### src/rtl/jump_pkg.sv
// jump_pkg: shared types and defaults for the jump_judge game controller.
package jump_pkg;

  typedef enum logic [2:0] {
    IDLE,
    LOAD,
    PLAY,
    SETTLE,
    WIN,
    LOSE
  } state_t;

  localparam logic DIR_LEFT  = 1'b0;
  localparam logic DIR_RIGHT = 1'b1;

  localparam int DEFAULT_COURSE_LEN     = 33;
  localparam int DEFAULT_MAX_MISSES     = 3;
  localparam int DEFAULT_TIMEOUT_CYCLES = 50_000_000;

endpackage

### src/rtl/jump_judge_sync_edge.sv
// sync_edge: brings an asynchronous level into the clk domain through two
// flops and flags its rising edge for exactly one cycle.
module sync_edge
  import jump_pkg::*;
(
  input  logic clk,
  input  logic reset_n,
  input  logic din,
  output logic rise
);

  logic sync1;
  logic sync2;
  logic prev;

  // Two-flop synchronizer followed by a previous-value flop for edge detection
  always_ff @(posedge clk or negedge reset_n) begin
    if (!reset_n) begin
      sync1 <= 1'b0;
      sync2 <= 1'b0;
      prev  <= 1'b0;
    end else begin
      sync1 <= din;
      sync2 <= sync1;
      prev  <= sync2;
    end
  end

  assign rise = sync2 & ~prev;

endmodule

### src/rtl/jump_judge.sv
// jump_judge: judges left/right key presses against the box direction coming
// out of the course shift register, drives its load/advance strobes and keeps
// the step and miss score. Defining JUMP_TIMEOUT_EN adds a per-step time limit
// of TIMEOUT_CYCLES clocks that counts as a miss when it runs out.
module jump_judge
  import jump_pkg::*;
#(
  parameter int COURSE_LEN     = DEFAULT_COURSE_LEN,
  parameter int MAX_MISSES     = DEFAULT_MAX_MISSES,
  parameter int TIMEOUT_CYCLES = DEFAULT_TIMEOUT_CYCLES
) (
  input  logic       clk,
  input  logic       reset_n,
  input  logic       start,
  input  logic       key_left,
  input  logic       key_right,
  input  logic       box_dir,
  output logic       load_n,
  output logic       advance,
  output logic [5:0] steps,
  output logic [1:0] misses,
  output logic       playing,
  output logic       win,
  output logic       lose
);

  localparam logic [5:0] STEPS_MAX  = 6'(COURSE_LEN);
  localparam logic [1:0] MISSES_MAX = 2'(MAX_MISSES);

  state_t     state;
  state_t     state_next;
  logic [5:0] steps_next;
  logic [1:0] misses_next;
  logic       advance_next;
  logic       hit;
  logic       miss;
  logic       left_evt;
  logic       right_evt;
  logic       start_evt;
  logic       timeout_evt;
  logic       pressed_dir;
  logic [6:0] steps_inc;
  logic [2:0] misses_inc;

  sync_edge u_sync_left (
    .clk     (clk),
    .reset_n (reset_n),
    .din     (key_left),
    .rise    (left_evt)
  );

  sync_edge u_sync_right (
    .clk     (clk),
    .reset_n (reset_n),
    .din     (key_right),
    .rise    (right_evt)
  );

  sync_edge u_sync_start (
    .clk     (clk),
    .reset_n (reset_n),
    .din     (start),
    .rise    (start_evt)
  );

  assign pressed_dir = right_evt ? DIR_RIGHT : DIR_LEFT;
  assign steps_inc   = 7'(steps) + 7'd1;
  assign misses_inc  = 3'(misses) + 3'd1;

`ifdef JUMP_TIMEOUT_EN
  localparam int TIMER_W = (TIMEOUT_CYCLES > 2) ? $clog2(TIMEOUT_CYCLES) : 1;
  localparam logic [TIMER_W-1:0] TIMER_RELOAD = TIMER_W'(TIMEOUT_CYCLES - 1);

  logic               key_evt;
  logic [TIMER_W-1:0] timer;

  assign key_evt = left_evt | right_evt;

  // Per-step countdown: parked at reload outside PLAY, restarted by any key or expiry
  always_ff @(posedge clk or negedge reset_n) begin
    if (!reset_n) begin
      timer <= TIMER_RELOAD;
    end else if ((state != PLAY) || key_evt || (timer == '0)) begin
      timer <= TIMER_RELOAD;
    end else begin
      timer <= timer - TIMER_W'(1);
    end
  end

  assign timeout_evt = (state == PLAY) && (timer == '0);
`else
  logic unused_timeout;
  assign unused_timeout = ^TIMEOUT_CYCLES;
  assign timeout_evt    = 1'b0;
`endif

  // State, score and advance strobe registers
  always_ff @(posedge clk or negedge reset_n) begin
    if (!reset_n) begin
      state   <= IDLE;
      steps   <= '0;
      misses  <= '0;
      advance <= 1'b0;
    end else begin
      state   <= state_next;
      steps   <= steps_next;
      misses  <= misses_next;
      advance <= advance_next;
    end
  end

  // Game sequencing and judging of key events against the current box
  always_comb begin
    state_next   = state;
    steps_next   = steps;
    misses_next  = misses;
    advance_next = 1'b0;
    hit          = 1'b0;
    miss         = 1'b0;
    case (state)
      IDLE: begin
        if (start_evt) state_next = LOAD;
      end
      LOAD: begin
        steps_next  = '0;
        misses_next = '0;
        state_next  = PLAY;
      end
      PLAY: begin
        if (start_evt) begin
          state_next = LOAD;
        end else if (left_evt && right_evt) begin
          miss = 1'b1;
        end else if (left_evt || right_evt) begin
          if (pressed_dir == box_dir) hit = 1'b1;
          else                        miss = 1'b1;
        end else if (timeout_evt) begin
          miss = 1'b1;
        end
        if (hit) begin
          advance_next = 1'b1;
          if (steps_inc >= {1'b0, STEPS_MAX}) begin
            steps_next = STEPS_MAX;
            state_next = WIN;
          end else begin
            steps_next = steps_inc[5:0];
            state_next = SETTLE;
          end
        end
        if (miss) begin
          if (misses_inc >= {1'b0, MISSES_MAX}) begin
            misses_next = MISSES_MAX;
            state_next  = LOSE;
          end else begin
            misses_next = misses_inc[1:0];
          end
        end
      end
      SETTLE: begin
        state_next = start_evt ? LOAD : PLAY;
      end
      WIN, LOSE: begin
        if (start_evt) state_next = LOAD;
      end
      default: begin
        state_next = IDLE;
      end
    endcase
  end

  assign load_n  = (state != LOAD);
  assign playing = (state == PLAY) || (state == SETTLE);
  assign win     = (state == WIN);
  assign lose    = (state == LOSE);

endmodule

### config.mk
export PLATFORM = sky130hd
export DESIGN_NAME = jump_judge
export DESIGN_NICKNAME = d
export VERILOG_FILES = /design/src/rtl/jump_pkg.sv /design/src/rtl/jump_judge_sync_edge.sv /design/src/rtl/jump_judge.sv
export SDC_FILE = /design/constraint.sdc
export NUM_CORES = 1
export LEC_CHECK = 0
export ABC_AREA = 1
export BUFFER_PORTS_ARGS = -buffer_cell sky130_fd_sc_hd__clkbuf_2
export CAP_MARGIN = 0
export CORE_UTILIZATION = 25
export CTS_CLUSTER_SIZE = 14
export DETAILED_ROUTE_END_ITERATION = 8
export GPL_TIMING_DRIVEN = 1
export PLACE_DENSITY = 0.46
export SLEW_MARGIN = 20
export SYNTH_ARGS = -nofsm -noshare
export SYNTH_HDL_FRONTEND = slang
export SYNTH_SLANG_ARGS = --single-unit
### constraint.sdc
create_clock -name clk -period 1.44 [get_ports clk]
set_input_delay 0.288 -clock clk [delete_from_list [all_inputs] [get_ports clk]]
set_output_delay 0.288 -clock clk [all_outputs]
set_load 0.005 [all_outputs]
==> reports/metrics.yaml, run 1 <==
status: "finished, violations left"
violations: "negative hold slack, negative setup slack"
root_buffer: "clkbuf_8"
dr.first_iter.drc_count: 28
maxCapViolations: 0
nets: 168
synth_ff_type: "dfrtp_1"
drv_slew: 0
dr.pass1.iters: 4
coreArea_mm2: 0.004000
drive_above_1_share_pct: 39.62
end_kind: "register"
layout_common_cells: "28 x nand2_1, 18 x clkbuf_2, 17 x dfrtp_1"
path_class: "register to register"
power_leakage_nw: 0.6820
fin_crit_sh_pct: 103.1
ff2ff_path_depth: 12
hpwl_um: 1637
synthCells: 124
power_per_cell_area_mw_per_mm2: 1453
syn_area_mm2: 0.001036
setup_violations: 8
r2r-end: "state[2]"
antenna_cells: 0
pre_cts_ws_ns: -0.07306
rsz0062_at_grt: "yes"
dpl-instance-area_mm2: 0.001261
viasPerCell: 4.330
final.min_clock_period_ns: 1.485
syn_nets: 132
worstPathMaxFanout: 4
worstMarginPinSlew_ns: 0.5497
ctsHoldBuffers: 0
drcViolationCount: 0
final_common_cell: "nand2_1"
slew_headroom_pct: 63.36
clkTransAtPathRegs_ns: 0.08
antenna_found_initial: 0
ys_async_sr_fraction_pct: 100.0
clock_skew_ns: 0.005777
synth-seq-cells: 21
die_w_um: 66.38
setup_total_negative_slack_ns: -0.2640
avgSynthCellArea_um2: 8.355
numCtsBuffers: 3
io_buffer_count: 18
numClockSinks: 21
fin_ws_ns: -0.04492
gr-total-overflow: 0
io_pins: 19
r2r_start: "steps[0]"
postRouteAntennaNets: 0
rrSetupSlack_ns: -0.04
areaGrowthSynthToFinish_pct: 35.75
synth_edf_count: 0
ys_warn_count: 0
required_ns: 1.60
clock.fmax_ghz: 0.6734
dieArea_mm2: 0.004406
grt_pass1_wl_um: 3491
timing.hold.ws_ns: -0.007265
die_y_um: 66.38
clk_latency_ns: 0.26
std_cell_rows: 23
place_congestion: 0.8141
hold_viol: 8
grt_util_all_layers_pct: 10.79
ys_seq_area_share_pct: 50.72
cts_tree: "yes"
cts_buffer_depth: 2
ir_drop_mv: 0.8970
htree_levels: 1
synth.distinct_cells: 19
initial_core_util_pct: 25.90
vias: 905
hp-class: "primary input to asynchronous set/reset pin"
startpoint: "steps[0]"
routed_wl_um: 2193
startpoint_type: "register"
postLayoutCoreUtil_pct: 35.16
routedWlPerCell_um: 10.49
cp.arrival_ns: 1.64
final_cell_area_mm2: 0.001406
grt_max_degree: 22
grt_pass1_vias: 788
sequential cells by signal (all words and copies together) (netlist names):
register / cells
steps: 6
u_sync_start.sync1: 1
u_sync_right.prev: 1
u_sync_start.prev: 1
state: 3
advance: 1
u_sync_right.sync2: 1
u_sync_left.sync1: 1
u_sync_start.sync2: 1
u_sync_left.sync2: 1
u_sync_right.sync1: 1
u_sync_left.prev: 1
misses: 2
per-layer routing:
metal  vias up  wire, µm  part of all wire, %  global-route usage, %
li1        471         -                    -                      -
met1       411      1035                   47                  12.64
met5         -         0                    0                      0
met3         5       106                  4.8                  3.621
met4         0        31                  1.4                  3.989
met2        18      1019                   46                  18.11
layout make-up:
cell class                      instances  area [µm²]
Fill cell                             423        2594
Sequential cell                        21       530.5
Multi-Input combinational cell         84       494.2
Timing Repair Buffer                   31       198.9
Inverter                               19       71.32
Tap cell                               50       62.56
Clock buffer                            3       41.29
Clock inverter                          1       7.507
worst max path at each step:
stage,endpoint,slack (ns),depth (start not counted)
floorplan,state[2],0.01,12
global placement,steps[4],-0.1,11
detailed placement,state[2],-0.07,11
CTS,steps[4],-0.06,11
global route,steps[2],-0.17,10
finish,state[2],-0.04,12
through the flow:
step,hold WS [ns],cells,power (mW)
2_1_floorplan,-0.007591,124,1.233
3_3_place_gp,0.2996,200,1.521
3_5_place_dp,0.2917,200,1.526
4_1_cts,0.003287,206,1.982
5_1_grt,0.03387,209,2.187
6_report,-0.007265,209,2.043
critical path, cell delays in order (launching register included):
cell	delay (ns)
dfrtp_2	0.44
inv_2	0.08
ha_4	0.20
inv_2	0.04
nand2_1	0.04
nor2_1	0.08
nand2_1	0.06
nor2_1	0.11
nand2_2	0.09
nand3_2	0.08
nand2_2	0.07
nand2_2	0.06
nand2_1	0.04
synth_stat cells, types with 2 or more instances:
library cell   n  area, µm²
o21ai_1        3      15.01
inv_2          4      15.01
nand2_4        2      22.52
nor3_1         4      20.02
o21ai_0        2      10.01
nand4_1        6      37.54
ha_1           2      25.02
nand3_1       10      50.05
nor2_1        12      45.04
nand2_1       33      123.9
a21oi_1        4      20.02
dfrtp_1       21      525.5
inv_1         15      56.30
cells by family after synthesis:
kind of cell	share of synthesized area, %
compound gates	5.797
fa+ha+maj	2.415
buf+inv	6.883
simple gates	34.18
flops	50.72
power breakdown:
group / total, mW / internal [mW] / leakage [nW] / switching [mW]
sequential: 0.778 / 0.679 / 0.261 / 0.0991
clock: 0.399 / 0.195 / 0.0217 / 0.204
combinational: 0.866 / 0.398 / 0.399 / 0.467
total: 2.04 / 1.27 / 0.682 / 0.770
timing repair:
| item | in CTS | in global routing |
|---|---|---|
| pin swaps | 5 | 6 |
| gates cloned | 0 | 0 |
| resized for setup | 12 | 10 |
| setup endpoints to repair | 11 | 11 |
| setup buffers | 2 | 3 |
No activity file was read; power rests on OpenSTA's default activity.
==> inputs of run 2 (changes only) <==
Settings changed: CORE_UTILIZATION 25 to 31, PLACE_DENSITY 0.46 to 0.53, SYNTH_HIERARCHICAL set to 1.
==> run 2 against run 1 <==
  * The run ends with negative setup slack left
  * Final cell count is 4.3% lower
  * Clock skew is 0.0042 ns lower
  * Non-clock buffer count is 2 lower
  * Die area is 19% lower
  * Register-to-register slack worse by 0.05 ns
  * Routed wire length is 1.0% higher
  * Synthesized cell count is 0.81% lower
  * Highest routed layer unchanged
==> reports/metrics.yaml, run 2 <==
path_buf_inv: 0  # -2
drv_slew: 0  # unchanged
p_total_mw: 1.903  # -6.9%
grt_pass1_vias: 789  # +0.13%
cts_tree: "yes"
critPathMaxStageDelay_ns: 0.43  # about the same
syn_area_mm2: 0.001035  # -0.12%
nets: 165  # -1.8%
cts_buffer_depth: 2  # unchanged
grt_pass1_wl_um: 3443  # -1.4%
drive_above_1_share_pct: 45.51  # +5.9 points
synth.distinct_cells: 19  # unchanged
hp-class: "primary input to register"
nFillCells: 323  # -24%
clk_latency_ns: 0.31  # +0.05 ns
slew_headroom_pct: 64.87  # +1.5 points
antenna_cells: 0  # unchanged
place_congestion: 0.8263  # +1.5%
maxCapViolations: 0  # unchanged
grt_max_degree: 22  # unchanged
synth_top_area_share_pct: 50.79  # +0.061 points
ys_async_sr_fraction_pct: 100.0  # unchanged
worstPathMaxFanout: 4  # unchanged
violations: "negative setup slack"
htree_levels: 1  # unchanged
viasPerCell: 4.600  # +6.2%
layout_common_cells: "24 x nand2_1, 18 x dfrtp_1, 17 x clkbuf_2"
final_common_cell: "nand2_1"
vias: 920  # +1.7%
syn_nets: 131  # -0.76%
power_leakage_nw: 0.6507  # -4.6%
clock_skew_ns: 0.001562  # -0.004215 ns
ir_drop_mv: 0.4359  # -51%
fin_ws_ns: -0.09561  # -0.05069 ns
dieArea_mm2: 0.003573  # -19%
reg_top3: "steps x6, state x3, misses x2"
status: "finished, violations left"
avgSynthCellArea_um2: 8.413  # +0.69%
coreArea_mm2: 0.003103  # -22%
areaGrowthSynthToFinish_pct: 31.68
synth_edf_count: 0  # unchanged
largest-register: "steps"
initial_core_util_pct: 33.35  # +7.4 points
ys_seq_area_share_pct: 50.79  # +0.061 points
yosysTopAreaCell: "dfrtp_1"
hold_viol: 0  # -8
numCtsBuffers: 3  # unchanged
end_kind: "register"
routedWlPerCell_um: 11.08  # +5.5%
rsz0062_at_grt: "yes"
startpoint_type: "register"
die_y_um: 59.78  # -9.9%
synth_common_cells: "25 x nand2_1, 21 x dfrtp_1, 17 x inv_1"
synth-seq-cells: 21  # unchanged
io_pins: 19  # unchanged
synth_ff_type: "dfrtp_1"
clkTransAtPathRegs_ns: 0.12  # +0.04 ns
gr-total-overflow: 0  # unchanged
grt_util_all_layers_pct: 13.06  # +2.3 points
root_buffer: "clkbuf_4"
setup_violations: 10  # +2
synth_most_common_cell: "nand2_1"
crit_path_cell_trace: "ha_2 > nand3_1 > nand2_1 > nand2_2 > nor2_2 > nand2_2 > nand3_2 > nand2_2 > nand2_1 > nand2_1"
drcViolationCount: 0  # unchanged
netlist_top_cells_area: "dfrtp_1 51%, nand2_1 9.1%, inv_1 6.2%"
final.min_clock_period_ns: 1.536  # +0.05069 ns
pre_cts_ws_ns: -0.08354  # -0.01048 ns
path_class: "register to register"
die_w_um: 59.78  # -9.9%
worstMarginPinSlew_ns: 0.5270  # -0.02271 ns
antenna_found_initial: 0  # unchanged
crit_path_top_delay_cell: "dfrtp_1"
routed_wl_um: 2215  # +1.0%
clock.fmax_ghz: 0.6512  # -3.3%
dr.pass1.iters: 4  # unchanged
largest_reg_flops: 6  # unchanged
cpLargestDelayFamily: "simple AND/OR/NAND/NOR gates"
ys_warn_count: 6  # +6
numClockSinks: 21  # unchanged
fin_crit_sh_pct: 106.6  # +3.5 points
power_per_cell_area_mw_per_mm2: 1397  # -3.9%
synthCells: 123  # -0.81%
postRouteAntennaNets: 0  # unchanged
hpwl_um: 1558  # -4.8%
std_cell_rows: 20  # -13%
cp.arrival_ns: 1.75  # +0.11 ns
required_ns: 1.66  # +0.06 ns
io_buffer_count: 18  # unchanged
postLayoutCoreUtil_pct: 43.91  # +8.8 points
dr.first_iter.drc_count: 43  # +54%
[run 2: cell types whose count changed after synthesis, sizes merged, moves of 2 or more]
| cell | before | now |
|---|---|---|
| inv | 19 | 21 |
| nand2 | 35 | 32 |
| nand4 | 6 | 3 |
| nor2 | 14 | 16 |
[run 2: kinds of logic after synthesis]
| group | after synthesis | share of synthesized area [%] |
|---|---|---|
| simple gates | 68 | 32.53 |
| buf+inv | 21 | 7.860 |
| flops | 21 | 50.79 |
| compound gates | 11 | 6.409 |
| fa+ha+maj | 2 | 2.418 |
[run 2: worst register-to-register path, delay by kind of cell (launching register included)]
kind                       cells  cell delay [ns]
adders and majority gates      1             0.23
DFF                            1             0.43
and+or+nand+nor                9             0.77
[run 2: stage by stage]
| stage | cell area, µm² | setup TNS, ns | std cells | hold WS, ns |
|---|---|---|---|---|
| 3_5_place_dp | 1235 | -0.3940 | 190 | 0.2998 |
| 4_1_cts | 1308 | -0.5467 | 197 | 0.05713 |
| 3_3_place_gp | 1235 | -0.4167 | 190 | 0.2934 |
| 5_1_grt | 1363 | -1.445 | 200 | 0.04676 |
| 6_report | 1363 | -0.6051 | 200 | 0.06767 |
| 2_1_floorplan | 1052 | -0.01520 | 123 | -0.007591 |
[run 2: power by group]
| group | leakage (nW) | switching (mW) | internal, mW |
|---|---|---|---|
| registers | 0.263 | 0.112 | 0.686 |
| clock network | 0.0139 | 0.193 | 0.106 |
| logic | 0.374 | 0.430 | 0.375 |
[run 2: final timing paths]
kind                                    startpoint                  to  slack [ns]  cells after the start
worst max-delay path                      steps[1]            state[2]        -0.1                     10
worst min-delay path                     key_right  u_sync_right/sync1        0.07                      1
worst max register to register            steps[1]            state[2]        -0.1                     10
worst min register to register  u_sync_right/sync1  u_sync_right/sync2        0.36                      0
max in group asynchronous                  reset_n            state[1]        0.60                      2
min in group asynchronous                  reset_n            steps[1]        0.46                      2
[run 2: area by class of cell]
| type | count | area [µm²] | area share [%] |
|---|---|---|---|
| Clock inverter | 1 | 7.507 | 0.5510 |
| Multi-Input combinational cell | 81 | 488.0 | 35.81 |
| Tap cell | 44 | 55.05 | 4.040 |
| Clock buffer | 3 | 22.52 | 1.653 |
| Inverter | 21 | 81.33 | 5.969 |
| Timing Repair Buffer | 29 | 178.9 | 13.13 |
| Sequential cell | 21 | 529.3 | 38.84 |
[run 2: layer usage]
metal  vias up  wire length [µm]  share of wire [%]  GRT usage [%]
met5         -                 0                  0              0
met2        16              1116                 50          21.59
met4         0                36                1.6          5.980
met3         5                67                3.0          2.597
li1        458                 -                  -              -
met1       441               994                 45          16.35
[run 2: timing repair]
action,4_1_cts,5_1_grt
setup endpoints to repair,10,13
hold buffers,1,0
pin swaps,0,4
buffers inserted,2,3
hold endpoints to repair,21,0
gates resized for setup,8,9
==> inputs of run 3 (changes only) <==
==> constraint.sdc (replaced) <==
create_clock -name clk -period 1.44 [get_ports clk]
set_input_delay 0.216 -clock clk [delete_from_list [all_inputs] [get_ports clk]]
set_output_delay 0.216 -clock clk [all_outputs]
set_load 0.005 [all_outputs]
==> run 3 against run 2 <==
  * The run still ends with negative setup slack left
  * Via count unchanged
  * Final cell count up 0.50%
  * Fmax down 0.23%
  * Hold slack better by 0.29 ns
  * Clock skew about the same
  * Total power down 4.3%
  * Count of clock-buffer cells in the layout unchanged
  * Register-to-register slack about the same
  * Sequential power down 2%
  * Core utilization about the same
  * First-iteration DRC count down 35%
  * Clock power down 2%
==> reports/metrics.yaml, run 3 (synthesis gave the netlist of run 2 again) <==
status: "finished, violations left"
violations: "negative setup slack"
fin_crit_sh_pct: 106.9  # +0.25 points
pwr-share-seq_pct: 43.0  # +1.0 points
power_per_cell_area_mw_per_mm2: 1338  # -4.2%
clock_skew_ns: 0.001411  # -0.0001509 ns
numCtsBuffers: 3  # unchanged
combPwrFrac_pct: 40.8  # -1.5 points
hp-class: "primary input to register"
switching_share_pct: 38.37  # -0.30 points
gr-total-overflow: 0  # unchanged
clkPwrFrac_pct: 16.2  # +0.5 points
startpoint: "steps[1]"
dp.cells: 190  # unchanged
drive_above_1_share_pct: 42.04  # -3.5 points
io_buffer_count: 18  # unchanged
p_total_mw: 1.822  # -4.3%
grt_use_met2_pct: 22.06  # +0.48 points
power_leakage_nw: 0.6476  # -0.47%
nets: 166  # +0.61%
viasPerCell: 4.577  # -0.50%
htree_levels: 1  # unchanged
antenna_cells: 0  # unchanged
io_pins: 19  # unchanged
crit_path_end: "state[0]"
fin_ws_ns: -0.09922  # -0.003608 ns
rsz0062_at_grt: "yes"
setup_violations: 9  # -1
r2r_start: "steps[1]"
numClockSinks: 21  # unchanged
final_cell_area_mm2: 0.001361  # about the same
areaGrowthSynthToFinish_pct: 31.56  # about the same
dr.first_iter.drc_count: 28  # -35%
worstPathMaxFanout: 4  # unchanged
reg_top3: "steps x6, state x3, misses x2"
fin_cells: 201  # +0.50%
vias: 920  # unchanged
timing.hold.ws_ns: 0.3584  # +0.2907 ns
startpoint_type: "register"
ir_drop_mv: 0.4388  # +0.67%
end_kind: "register"
use_met3_pct: 2.597  # unchanged
grt_pass1_vias: 797  # +1.0%
hpwl_um: 1558  # unchanged
coreArea_mm2: 0.003103  # unchanged
clk_latency_ns: 0.31  # about the same
rrSetupSlack_ns: -0.1  # about the same
drcViolationCount: 0  # unchanged
min_delay_path_depth: 6  # +5
final.min_clock_period_ns: 1.539  # +0.003608 ns
clock.fmax_ghz: 0.6497  # -0.23%
die_y_um: 59.78  # unchanged
path_class: "register to register"
grt_util_all_layers_pct: 13.29  # +0.23 points
cp.arrival_ns: 1.80  # +0.05 ns
hold_viol: 0  # unchanged
cts_tree: "yes"
largest-register: "steps"
dr.pass1.iters: 4  # unchanged
initial_core_util_pct: 33.35  # unchanged
met1_usage_pct: 16.62  # +0.27 points
place_congestion: 0.8263  # unchanged
slew_headroom_pct: 64.71  # -0.16 points
grt_max_degree: 22  # unchanged
postRouteAntennaNets: 0  # unchanged
die_w_um: 59.78  # unchanged
final_common_cell: "nand2_1"
worstMarginPinSlew_ns: 0.5293  # +0.002344 ns
routed_wl_um: 2126  # -4.0%
required_ns: 1.70  # +0.04 ns
routedWlPerCell_um: 10.58  # -4.5%
drv_slew: 0  # unchanged
ff2ff_path_depth: 11  # +1
pre_cts_ws_ns: -0.08354  # unchanged
clkTransAtPathRegs_ns: 0.12  # about the same
r2r-end: "state[0]"
root_buffer: "clkbuf_4"
dpl-instance-area_mm2: 0.001235  # unchanged
busiest_layer: "met2"
maxCapViolations: 0  # unchanged
dieArea_mm2: 0.003573  # unchanged
antenna_found_initial: 0  # unchanged
largest_reg_flops: 6  # unchanged
grt_pass1_wl_um: 3491  # +1.4%
cts_buffer_depth: 2  # unchanged
p_int_mw: 1.123  # -3.8%
std_cell_rows: 20  # unchanged
layout_common_cells: "24 x nand2_1, 19 x dfrtp_1, 18 x clkbuf_2"
switching_power_uw: 699.0  # -5.0%
## run 3: cell types whose count changed in the layout (fill, tap and decap cells not counted), sizes merged
cell | previous run | this run
buf | 11 | 8
dlygate4sd3 | 1 | 4
clkbuf | 20 | 21
## run 3: final cells by class
| class | instances | area [µm²] |
|---|---|---|
| tap | 44 | 55.05 |
| fill | 331 | 1742 |
| inverter | 21 | 81.33 |
| clock buffer | 3 | 22.52 |
| multi-input combinational | 81 | 476.7 |
| sequential | 21 | 528.0 |
| clock inverter | 1 | 7.507 |
| timing repair buffer | 30 | 190.2 |
## run 3: power groups by stage
| stage | Sequential (mW) | Combinational (mW) | Clock [mW] |
|---|---|---|---|
| after global placement | 0.782 | 0.674 | 0 |
| final | 0.783 | 0.744 | 0.295 |
| after global routing | 0.796 | 0.834 | 0.340 |
| after floorplan | 0.789 | 0.399 | 0 |
| after detailed placement | 0.787 | 0.689 | 0 |
| after CTS | 0.779 | 0.729 | 0.317 |
## run 3: how the worst min path moves through the flow
stage                                  start                  to
after floorplan                      reset_n             advance
after global placement               reset_n            steps[1]
after detailed placement             reset_n            steps[1]
after CTS                            box_dir           misses[1]
after global routing      u_sync_start/sync1  u_sync_start/sync2
final                                box_dir           misses[1]
## run 3: timing repair
item	4_1_cts	5_1_grt
gates cloned	0	0
hold buffers	4	0
resized for setup	5	6
buffers inserted	1	2
setup endpoints to repair	10	12
pin swaps	1	1
hold endpoints to repair	24	0
## run 3: worst max-delay path: stages, from the launching register on
cell and delay [ns]:
dfrtp_1 0.43, ha_2 0.23, nand3_1 0.11, nand2_1 0.11
nand2_2 0.08, nor2_2 0.13, nand2_2 0.11, nand3_2 0.09
nand2_1 0.05, nand2_1 0.05, nand2_1 0.05, nand2_1 0.05
## run 3: metal layers
metal	vias up	part of all wire, %
li1	456	-
met1	439	44
met2	20	51
met3	5	3.2
met4	0	1.7
met5	-	0
## run 3: per-stage QoR
step           util [%]  setup TNS [ns]
2_1_floorplan         -        -0.01520
3_5_place_dp      39.80         -0.3940
3_3_place_gp      39.80         -0.4167
6_report          43.87         -0.6047
4_1_cts           42.62         -0.5081
5_1_grt           43.87          -1.382
